===== config.mk =====
export PLATFORM = sky130hd
export DESIGN_NAME = awmc_actuator_driver
export DESIGN_NICKNAME = d
export VERILOG_FILES = /design/src/rtl/awmc_pkg.sv /design/src/rtl/awmc_beeper.sv /design/src/rtl/awmc_actuator_driver.sv
export SDC_FILE = /design/constraint.sdc
export NUM_CORES = 1
export LEC_CHECK = 0
export ABC_AREA = 1
export ABC_CLOCK_PERIOD_IN_PS = 4400
export CORE_ASPECT_RATIO = 1.5
export CORE_UTILIZATION = 30
export DETAILED_ROUTE_END_ITERATION = 16
export PLACE_DENSITY_LB_ADDON = 0.25
export SKIP_LAST_GASP = 1
export SLEW_MARGIN = 20
export SYNTH_ARGS = -nofsm -noshare
export SYNTH_HDL_FRONTEND = slang
export SYNTH_HIERARCHICAL = 1
export SYNTH_SLANG_ARGS = --single-unit
export TNS_END_PERCENT = 5

===== constraint.sdc =====
create_clock -name clk -period 4.4 [get_ports clk]
set_clock_uncertainty 0.15 [all_clocks]
set_input_delay 0.44 -clock clk [delete_from_list [all_inputs] [get_ports clk]]
set_output_delay 0.44 -clock clk [all_outputs]
set_load 0.02 [all_outputs]

===== src/rtl/awmc_pkg.sv =====
// Stage codes and beep-sequencer encoding shared by the
// AWMC cycle controller and the actuator driver.
package awmc_pkg;

  typedef enum logic [2:0] {
    ST_FILL    = 3'b000,
    ST_WASH    = 3'b001,
    ST_DRAIN1  = 3'b010,
    ST_RINSE   = 3'b011,
    ST_DRAIN2  = 3'b100,
    ST_SPIN    = 3'b101,
    ST_ILLEGAL = 3'b110,
    ST_IDLE    = 3'b111
  } stage_e;

  typedef enum logic [1:0] {
    B_IDLE = 2'b00,
    B_ON   = 2'b01,
    B_OFF  = 2'b10
  } beep_e;

  // Hold, advance one step, park in IDLE, or launch from IDLE.
  function automatic logic seq_legal(stage_e p, stage_e c);
    if (c == ST_ILLEGAL) return 1'b0;
    if (c == p || c == ST_IDLE) return 1'b1;
    if (p == ST_IDLE) return 1'b1;
    if (p <= ST_DRAIN2 && c == stage_e'(p + 3'd1))
      return 1'b1;
    return 1'b0;
  endfunction

endpackage


===== src/rtl/awmc_beeper.sv =====
// End-of-cycle beep sequencer: BEEP_COUNT beeps of
// BEEP_LEN on / BEEP_LEN off; hold forces a steady tone.
module awmc_beeper
  import awmc_pkg::*;
#(
  parameter int BEEP_LEN   = 2,
  parameter int BEEP_COUNT = 3
) (
  input  logic clk,
  input  logic reset_n,
  input  logic trigger,
  input  logic abort,
  input  logic hold,
  output logic buzzer
);

  localparam int CW = $clog2(BEEP_LEN + 1);
  localparam int NW = $clog2(BEEP_COUNT + 1);

  beep_e         st_q, st_d;
  logic [CW-1:0] cnt_q, cnt_d;
  logic [NW-1:0] n_q, n_d;
  logic          buz_q, buz_d;
  logic          ph_end;

  assign ph_end = cnt_q == CW'(BEEP_LEN - 1);

  always_comb begin
    st_d  = st_q;
    cnt_d = cnt_q;
    n_d   = n_q;
    if (hold) begin
      st_d  = B_IDLE;
      cnt_d = '0;
      n_d   = '0;
    end else begin
      case (st_q)
        B_IDLE: if (trigger) begin
          st_d  = B_ON;
          cnt_d = '0;
          n_d   = '0;
        end
        B_ON: begin
          if (abort) begin
            st_d  = B_IDLE;
            cnt_d = '0;
          end else if (ph_end) begin
            cnt_d = '0;
            if (n_q == NW'(BEEP_COUNT - 1)) begin
              st_d = B_IDLE;
            end else begin
              st_d = B_OFF;
              n_d  = n_q + 1'b1;
            end
          end else begin
            cnt_d = cnt_q + 1'b1;
          end
        end
        B_OFF: begin
          if (abort) begin
            st_d  = B_IDLE;
            cnt_d = '0;
          end else if (ph_end) begin
            st_d  = B_ON;
            cnt_d = '0;
          end else begin
            cnt_d = cnt_q + 1'b1;
          end
        end
        default: st_d = B_IDLE;
      endcase
    end
    buz_d = hold | (st_d == B_ON);
  end

  always_ff @(posedge clk or negedge reset_n) begin
    if (!reset_n) begin
      st_q  <= B_IDLE;
      cnt_q <= '0;
      n_q   <= '0;
      buz_q <= 1'b0;
    end else begin
      st_q  <= st_d;
      cnt_q <= cnt_d;
      n_q   <= n_d;
      buz_q <= buz_d;
    end
  end

  assign buzzer = buz_q;

endmodule


===== src/rtl/awmc_actuator_driver.sv =====
// Washer actuator driver: registered stage decode, agitation,
// door-lock hold, sequence fault monitor and beep sequencer.
module awmc_actuator_driver
  import awmc_pkg::*;
#(
  parameter int AGIT_PERIOD  = 4,
  parameter int UNLOCK_DELAY = 8,
  parameter int BEEP_LEN     = 2,
  parameter int BEEP_COUNT   = 3
) (
  input  logic       clk,
  input  logic       reset_n,
  input  logic [2:0] stage,
  input  logic       done,
  output logic       valve_on,
  output logic       pump_on,
  output logic       motor_en,
  output logic       motor_dir,
  output logic       motor_fast,
  output logic       door_lock,
  output logic       buzzer,
  output logic       fault
);

  localparam int AW = $clog2(AGIT_PERIOD + 1);
  localparam int UW = $clog2(UNLOCK_DELAY + 1);

  stage_e        stage_q, prev_q;
  logic          done_q, done_qq;
  logic          fault_q, fault_d;
  logic [AW-1:0] agit_q, agit_d;
  logic          dir_q, dir_d;
  logic [UW-1:0] ucnt_q, ucnt_d;
  logic          valve_q, valve_d;
  logic          pump_q, pump_d;
  logic          men_q, men_d;
  logic          fast_q, fast_d;
  logic          lock_q, lock_d;
  logic          agit, idle, trig;

  assign idle    = stage_q == ST_IDLE;
  assign trig    = done_q & ~done_qq;
  assign fault_d = fault_q | ~seq_legal(prev_q, stage_q);

  // Agitation runs AGIT_PERIOD on-cycles then one dead
  // cycle where the direction flips.
  always_comb begin
    valve_d = 1'b0;
    pump_d  = 1'b0;
    men_d   = 1'b0;
    fast_d  = 1'b0;
    agit    = 1'b0;
    agit_d  = '0;
    dir_d   = 1'b0;
    if (!fault_d) begin
      unique case (stage_q)
        ST_FILL:   valve_d = 1'b1;
        ST_DRAIN1,
        ST_DRAIN2: pump_d = 1'b1;
        ST_WASH,
        ST_RINSE:  agit = 1'b1;
        ST_SPIN: begin
          pump_d = 1'b1;
          men_d  = 1'b1;
          fast_d = 1'b1;
        end
        default: ;
      endcase
    end
    if (agit) begin
      if (agit_q == AW'(AGIT_PERIOD)) begin
        dir_d = ~dir_q;
      end else begin
        agit_d = agit_q + 1'b1;
        men_d  = 1'b1;
        dir_d  = dir_q;
      end
    end
  end

  always_comb begin
    ucnt_d = ucnt_q;
    lock_d = fault_d | ~idle;
    if (!idle) begin
      ucnt_d = UW'(UNLOCK_DELAY);
    end else if (ucnt_q != '0) begin
      ucnt_d = ucnt_q - 1'b1;
      lock_d = lock_d | (ucnt_q > UW'(1));
    end
  end

  always_ff @(posedge clk or negedge reset_n) begin
    if (!reset_n) begin
      stage_q <= ST_IDLE;
      prev_q  <= ST_IDLE;
      done_q  <= 1'b0;
      done_qq <= 1'b0;
      fault_q <= 1'b0;
      agit_q  <= '0;
      dir_q   <= 1'b0;
      ucnt_q  <= '0;
      valve_q <= 1'b0;
      pump_q  <= 1'b0;
      men_q   <= 1'b0;
      fast_q  <= 1'b0;
      lock_q  <= 1'b0;
    end else begin
      stage_q <= stage_e'(stage);
      prev_q  <= stage_q;
      done_q  <= done;
      done_qq <= done_q;
      fault_q <= fault_d;
      agit_q  <= agit_d;
      dir_q   <= dir_d;
      ucnt_q  <= ucnt_d;
      valve_q <= valve_d;
      pump_q  <= pump_d;
      men_q   <= men_d;
      fast_q  <= fast_d;
      lock_q  <= lock_d;
    end
  end

  awmc_beeper #(
    .BEEP_LEN  (BEEP_LEN),
    .BEEP_COUNT(BEEP_COUNT)
  ) u_beeper (
    .clk    (clk),
    .reset_n(reset_n),
    .trigger(trig),
    .abort  (~idle),
    .hold   (fault_d),
    .buzzer (buzzer)
  );

  assign valve_on   = valve_q;
  assign pump_on    = pump_q;
  assign motor_en   = men_q;
  assign motor_dir  = dir_q;
  assign motor_fast = fast_q;
  assign door_lock  = lock_q;
  assign fault      = fault_q;

endmodule


==> metrics.md, run 1 <==
| Metric | Value |
|---|---|
| Hold path endpoint | done_qq |
| XOR/XNOR Fraction of Synth Area | 2.256% |
| Register area share after synthesis | 47.22% |
| Final Setup Violations | 0 |
| Internal | 433.0 uW |
| Rows | 31 |
| Initial core utilization | 31.77% |
| Power Density | 300.3 nW/um^2 |
| Detail Route Antenna Nets | 0 |
| Main combinational cell family by area after synthesis | simple AND/OR/NAND/NOR gates |
| Post-CTS Setup Inserts | 0 |
| Die area | 5473 um^2 |
| Htree depth | 2 |
| Die height | 90.11 um |
| R2R Path Start | prev_q[1] |
| Synth Area in Compound Gates | 6.608% |
| Crit path required time | 4410 ps |
| Clock buffer depth | 2 |
| Proportion of netlist area held by the largest area contributor | 37.07% |
| Post-synthesis register bit count | 29 |
| First-pass GRT wire length | 4616 um |
| Worst ir drop on vdd | 0.08719 mV |
| YS warnings | 6 |
| Ant. Diodes | 0 |
| Initial DRC count | 26 |
| Synthesized Nets | 189 |
| Layout cells sized above 1 | 20.73% |
| Hold_buf cts | 0 |
| Final Cycle Share | 48.82% |
| Worst Hold Class | reg -> reg |
| TritonCTS Buffers | 5 |
| Switching pwr | 129.8 uW |
| Fmax | 0.4656 GHz |
| Combinational share of power | 7.9% |
| TritonCTS clock tree | done |
| Clk root buf | clkbuf_8 |
| Total power | 562.8 uW |
| CP max FO | 9 |
| WHS Path Cells | 0 |
| Max cap viols | 0 |
| Most frequent cells in the layout | nand2_1, inv_1, dfrtp_1 |
| Vias/cell | 4.286 |
| Gr ovfl total | 0 |
| Initial antenna violation count | 0 |
| Synth Area in Adders | 9.670% |
| Clk sinks | 29 |
| Startpoint Class | flip-flop |
| Clock Latency Late Sink | 270 ps |
| RD Place Congestion | 0.7289 |
| Final Non-Filler Cells | 259 |
| Arrival time worst endpoint | 2160 ps |
| Outcome | finished, final reports clean |
| Final Max Slew Viols | 0 |
| DRC violations left | 0 |
| R2R Path End | u_beeper/cnt_q[0] |
| Routed WL | 2607 um |
| Buffers on Ports | 13 |
| Nets | 210 |
| Reg2Reg Depth | 14 |
| Fillers | 524 |
| Count of different cell masters after synthesis | 28 |
| Pin count of the biggest net entering global routing | 30 |
| Clock slew at reported path FFs | 60 ps |
| RSZ-0062 raised after global routing | false |
| Tot GR Track Use | 11.63% |
| Fin. Hold Viols | 0 |
| Number of global-route vias before repair | 1104 |
| Sw frac | 23.07% |
| Mapped Cells | 171 |
| CORE AREA | 4887 um^2 |
| Worst R2R Setup Slack | 2250 ps |
| Netlist Area Pre-Place | 1553 um^2 |
| Chip width | 60.74 um |
| Multiplexer share of the synthesized area | 0% |
| First-pass DRT Iterations | 4 |
| Flop pwr share | 49.8% |
| Area Overhead vs Synth | 20.71% |
| Via Count | 1110 |
| Placed Cells | 251 |
| Worst Tran Pin Value | 365.3 ps |
| LEAKAGE | 0.9122 nW |
| Clock power share | 42.3% |
| Slew headroom | 75.65% |
| Fin crit period | 2148 ps |
| Syn avg cell area | 9.080 um^2 |
| Most common cell after layout, fill and taps aside | nand2_1 |
| Worst Hold Launch | done_q |
| Synth top area cells | dfrtp_1, dfstp_2, ha_1, nand2_1, inv_1 |
| CP Class | reg -> reg |
| Simple-gate share of the synthesized area | 25.95% |
| Area leader, netlist | dfrtp_1 |
| DR WL/cell | 10.07 um |
| Setup TNS | 0 ps |
| Crit. End Element | flip-flop |
| I/O Pins | 14 |
| Post_cts resized | 0 |
| DP Wirelength | 2020 um |
[worst max path at each step]
stage	startpoint	slack, ps	cells after the start	to
6_report	prev_q[1]	2250	14	u_beeper/cnt_q[0]
5_1_grt	prev_q[1]	1970	13	u_beeper/n_q[1]
4_1_cts	prev_q[1]	2220	14	u_beeper/cnt_q[0]
3_5_place_dp	prev_q[1]	2230	14	u_beeper/cnt_q[0]
3_3_place_gp	prev_q[1]	2240	14	u_beeper/cnt_q[0]
2_1_floorplan	prev_q[1]	2390	14	u_beeper/cnt_q[0]
[cells by family (layout without fill, tap and decap cells)]
kind of cell,count (synthesis),in the layout
adders and majority gates,12,12
DFF,29,29
xor gates and xnor gates,4,4
AOI/OAI and AO/OA,15,15
buffers and inverters,34,56
and+or+nand+nor,77,77
[cell usage after synthesis]
library cell and count:
a21boi_0 1, a21oi_1 5, a21oi_4 1, clkinv_2 1, dfrtp_1 23, dfstp_2 6
ha_1 12, inv_1 29, inv_2 4, nand2_1 30, nand2_2 4, nand2_4 2
nand3_1 11, nand3_2 1, nand3_4 2, nand4_1 1, nand4_2 1, nor2_1 15
nor2_2 5, nor2_4 1, nor3_1 3, nor3_2 1, o21ai_0 3, o21ai_1 3
o21bai_2 1, o31ai_2 1, xnor2_1 2, xor2_1 2
[critical path, stage by stage, from the launching register on]
cell,delay (ps)
dfstp_2,540
ha_1,150
ha_1,220
inv_1,70
nand2_1,50
nand2_1,60
nor2_1,40
nand2_2,80
nand3_4,110
nand2_4,140
inv_1,80
nand3_2,90
o31ai_2,80
nor2_1,140
a21oi_1,50
[cell type report]
type	count	area [um^2]	area share, %
sequential	29	733.2	39.12
clock buffer	7	96.34	5.140
multi-input combinational	108	690.7	36.85
clock inverter	1	5.005	0.2670
tap	66	82.58	4.406
inverter	34	128.9	6.876
timing repair buffer	14	137.6	7.343
[sequential cells by signal, indices dropped and copies added (netlist names)]
signal,cells
agit_q,3
done_qq,1
done_q,1
motor_dir,1
u_beeper/cnt_q,2
stage_q,3
prev_q,3
motor_en,1
ucnt_q,4
motor_fast,1
u_beeper/st_q,2
u_beeper/buzzer,1
door_lock,1
u_beeper/n_q,2
valve_on,1
pump_on,1
fault,1
[metrics by stage]
step | worst slack, ps | utilization [%] | area (um^2) | hold WS (ps)
floorplan | 2392 | - | 1553 | -5.591
global placement | 2244 | 36.28 | 1773 | 208.8
detailed placement | 2226 | 36.28 | 1773 | 214.3
CTS | 2225 | 38.35 | 1874 | 230.0
global route | 1971 | 38.35 | 1874 | 235.0
finish | 2252 | 38.35 | 1874 | 225.7
[layer usage]
layer / share of wire [%] / wire length, um / track usage [%]
met1: 37 / 976 / 11.52
met2: 56 / 1463 / 20.24
met3: 3.5 / 91 / 3.885
met4: 2.9 / 75 / 6.250
met5: 0 / 0 / 0
[power groups by stage]
stage / combinational [mW] / sequential (mW) / clock [mW]
floorplan: 0.0301 / 0.284 / 0
finish: 0.0445 / 0.280 / 0.238
detailed placement: 0.0459 / 0.285 / 0
CTS: 0.0461 / 0.281 / 0.250
global route: 0.0512 / 0.281 / 0.260
global placement: 0.0457 / 0.285 / 0
(Power assumes the default switching activity.)
==> inputs of run 2 (changes only) <==
--- a/config.mk
+++ b/config.mk
@@ -6,7 +6,7 @@
 export NUM_CORES = 1
 export LEC_CHECK = 0
 export ABC_AREA = 1
-export ABC_CLOCK_PERIOD_IN_PS = 4400
+export ABC_CLOCK_PERIOD_IN_PS = 1900
 export CORE_ASPECT_RATIO = 1.5
 export CORE_UTILIZATION = 30
 export DETAILED_ROUTE_END_ITERATION = 16
==> constraint.sdc (replaced) <==
create_clock -name clk -period 1.9 [get_ports clk]
set_clock_uncertainty 0.15 [all_clocks]
set_input_delay 0.19 -clock clk [delete_from_list [all_inputs] [get_ports clk]]
set_output_delay 0.19 -clock clk [all_outputs]
set_load 0.02 [all_outputs]
==> run 2 against run 1 <==
  * The flow now finishes with violations (negative setup slack)
  * Worst hold slack lost 76 ps
  * Sequential share of layout area shrank 3.9 points
  * Sequential cell count is the same
  * Clock power grew 110%
  * Via count grew 5.1%
  * Design area grew 11%
  * Utilization grew 4.2 points
  * Cell count grew 5.4%
  * Sequential power grew 130%
  * Critical endpoint is now u_beeper/n_q[0]
  * Largest power group unchanged
  * Highest routed layer unchanged
==> metrics.md, run 2 (synthesis results as in run 1) <==
| Metric | Value |
|---|---|
| Outcome | complete, but fails checks |
| Failing checks | negative setup slack |
| Tot GR Track Use | 12.36% |
| R2R Path End | u_beeper/n_q[0] |
| Die height | 90.11 um |
| Clk root buf | clkbuf_8 |
| Clock slew at reported path FFs | 60 ps |
| Final Setup Violations | 10 |
| Reg2Reg Depth | 13 |
| Final Non-Filler Cells | 273 |
| Nets | 224 |
| Htree depth | 2 |
| Multi-input logic area | 795.8 um^2 |
| Combinational share of power | 10.5% |
| TritonCTS Buffers | 5 |
| Area Overhead vs Synth | 33.92% |
| Number of global-route vias before repair | 1140 |
| Placed Cells | 262 |
| Total power | 1.297 mW |
| Fin. Hold Viols | 0 |
| Buffers on Ports | 13 |
| Rows | 31 |
| Clock Latency Late Sink | 270 ps |
| DR WL/cell | 10.62 um |
| Pin count of the biggest net entering global routing | 30 |
| Vias/cell | 4.275 |
| Crit path required time | 1910 ps |
| Hold_buf cts | 0 |
| Layout cells sized above 1 | 32.85% |
| Slew headroom | 75.01% |
| CP Class | reg -> reg |
| CORE AREA | 4887 um^2 |
| Fin crit period | 2027 ps |
| TritonCTS clock tree | done |
| Clock buffer depth | 2 |
| Gr ovfl total | 0 |
| R2R Path Start | prev_q[0] |
| Most frequent cells in the layout | nand2_1, inv_1, dfrtp_1 |
| Register area | 733.2 um^2 |
| RSZ-0062 raised after global routing | true |
| I/O Pins | 14 |
| Largest register FFs | 4 |
| Via Count | 1167 |
| Startpoint Class | flip-flop |
| Initial DRC count | 20 |
| Chip width | 60.74 um |
| Reg with most FFs | ucnt_q |
| Worst R2R Setup Slack | -130 ps |
| Detail Route Antenna Nets | 0 |
| Power Density | 623.5 nW/um^2 |
| Worst ir drop on vdd | 0.2105 mV |
| Worst Hold Class | in -> async |
| Sw frac | 23.57% |
| Ant. Diodes | 0 |
| CP max FO | 6 |
| DP Wirelength | 2151 um |
| Fin worst setup slack | -126.8 ps |
| Die area | 5473 um^2 |
| Arrival time worst endpoint | 2040 ps |
| RD Place Congestion | 0.7701 |
| Hold Slack | 149.8 ps |
| LEAKAGE | 0.9668 nW |
| Initial core utilization | 31.77% |
| Worst Tran Pin Value | 374.8 ps |
| Final Cycle Share | 106.7% |
| Clock power share | 39.4% |
| First-pass GRT wire length | 4974 um |
| DRC violations left | 0 |
| Most common cell after layout, fill and taps aside | nand2_1 |
| Flop pwr share | 50.1% |
| Setup TNS | -806.1 ps |
| Internal | 991.0 uW |
| Crit. End Element | flip-flop |
| Final Max Slew Viols | 0 |
| Fillers | 480 |
| First-pass DRT Iterations | 4 |
| Switching pwr | 305.5 uW |
| Initial antenna violation count | 0 |
| Fmax | 0.4934 GHz |
| Clk sinks | 29 |
| Routed WL | 2898 um |
| Max cap viols | 0 |
## run 2: changes by cell type in the layout (fill, tap and decap cells not counted), sizes merged
cell | previous run | this run
clkinv | 2 | 1
clkbuf | 7 | 8
buf | 1 | 15
## run 2: area by class of cell
class | instances | area share, %
Tap cell | 66 | 3.971
Sequential cell | 29 | 35.26
Clock buffer | 8 | 4.332
Inverter | 34 | 6.318
Multi-Input combinational cell | 108 | 38.27
Timing Repair Buffer | 28 | 11.85
## run 2: worst max-delay path by stage
stage | startpoint | to | slack (ps) | depth (start not counted)
finish | prev_q[0] | u_beeper/n_q[0] | -130 | 13
global route | prev_q[0] | u_beeper/cnt_q[0] | -250 | 14
CTS | prev_q[0] | u_beeper/cnt_q[1] | -160 | 14
detailed placement | prev_q[0] | u_beeper/n_q[1] | -200 | 13
global placement | prev_q[1] | u_beeper/n_q[0] | -200 | 13
floorplan | prev_q[1] | u_beeper/cnt_q[0] | -110 | 14
## run 2: per-layer routing
layer  wire (um)  vias up  global-route usage [%]
met3          92        7                   3.885
met2        1597       15                   20.51
met1        1138      549                   13.58
met5           0        -                       0
li1            -      596                       -
met4          70        0                   6.250
## run 2: critical path, cell delays in order, from the launching register on
cell and delay (ps):
dfstp_2 570, inv_2 60, ha_4 270, inv_2 30, nand2_1 40, nand2_1 60
nor2_2 100, nand2_2 70, nand3_4 90, nand2_8 90, nor2_4 120, nand2_2 80
nand4_2 110, o21ai_1 80
## run 2: stage by stage
stage	util, %	instance area, um^2	setup slack, ps
2_1_floorplan	-	1553	-108.5
3_3_place_gp	37.97	1856	-195.0
3_5_place_dp	37.97	1856	-198.1
4_1_cts	42.27	2066	-161.3
5_1_grt	42.55	2079	-245.3
6_report	42.55	2079	-126.8
## run 2: power by group through the flow
stage               sequential [mW]  combinational, mW  clock, mW
finish                        0.650              0.136      0.511
global route                  0.651              0.153      0.561
CTS                           0.650              0.136      0.531
detailed placement            0.659              0.123          0
global placement              0.659              0.124          0
floorplan                     0.657             0.0697          0
## run 2: what timing repair did
item	CTS	global route
buffers inserted	3	0
resized for setup	21	4
setup endpoints to repair	7	17
pin swaps	14	7
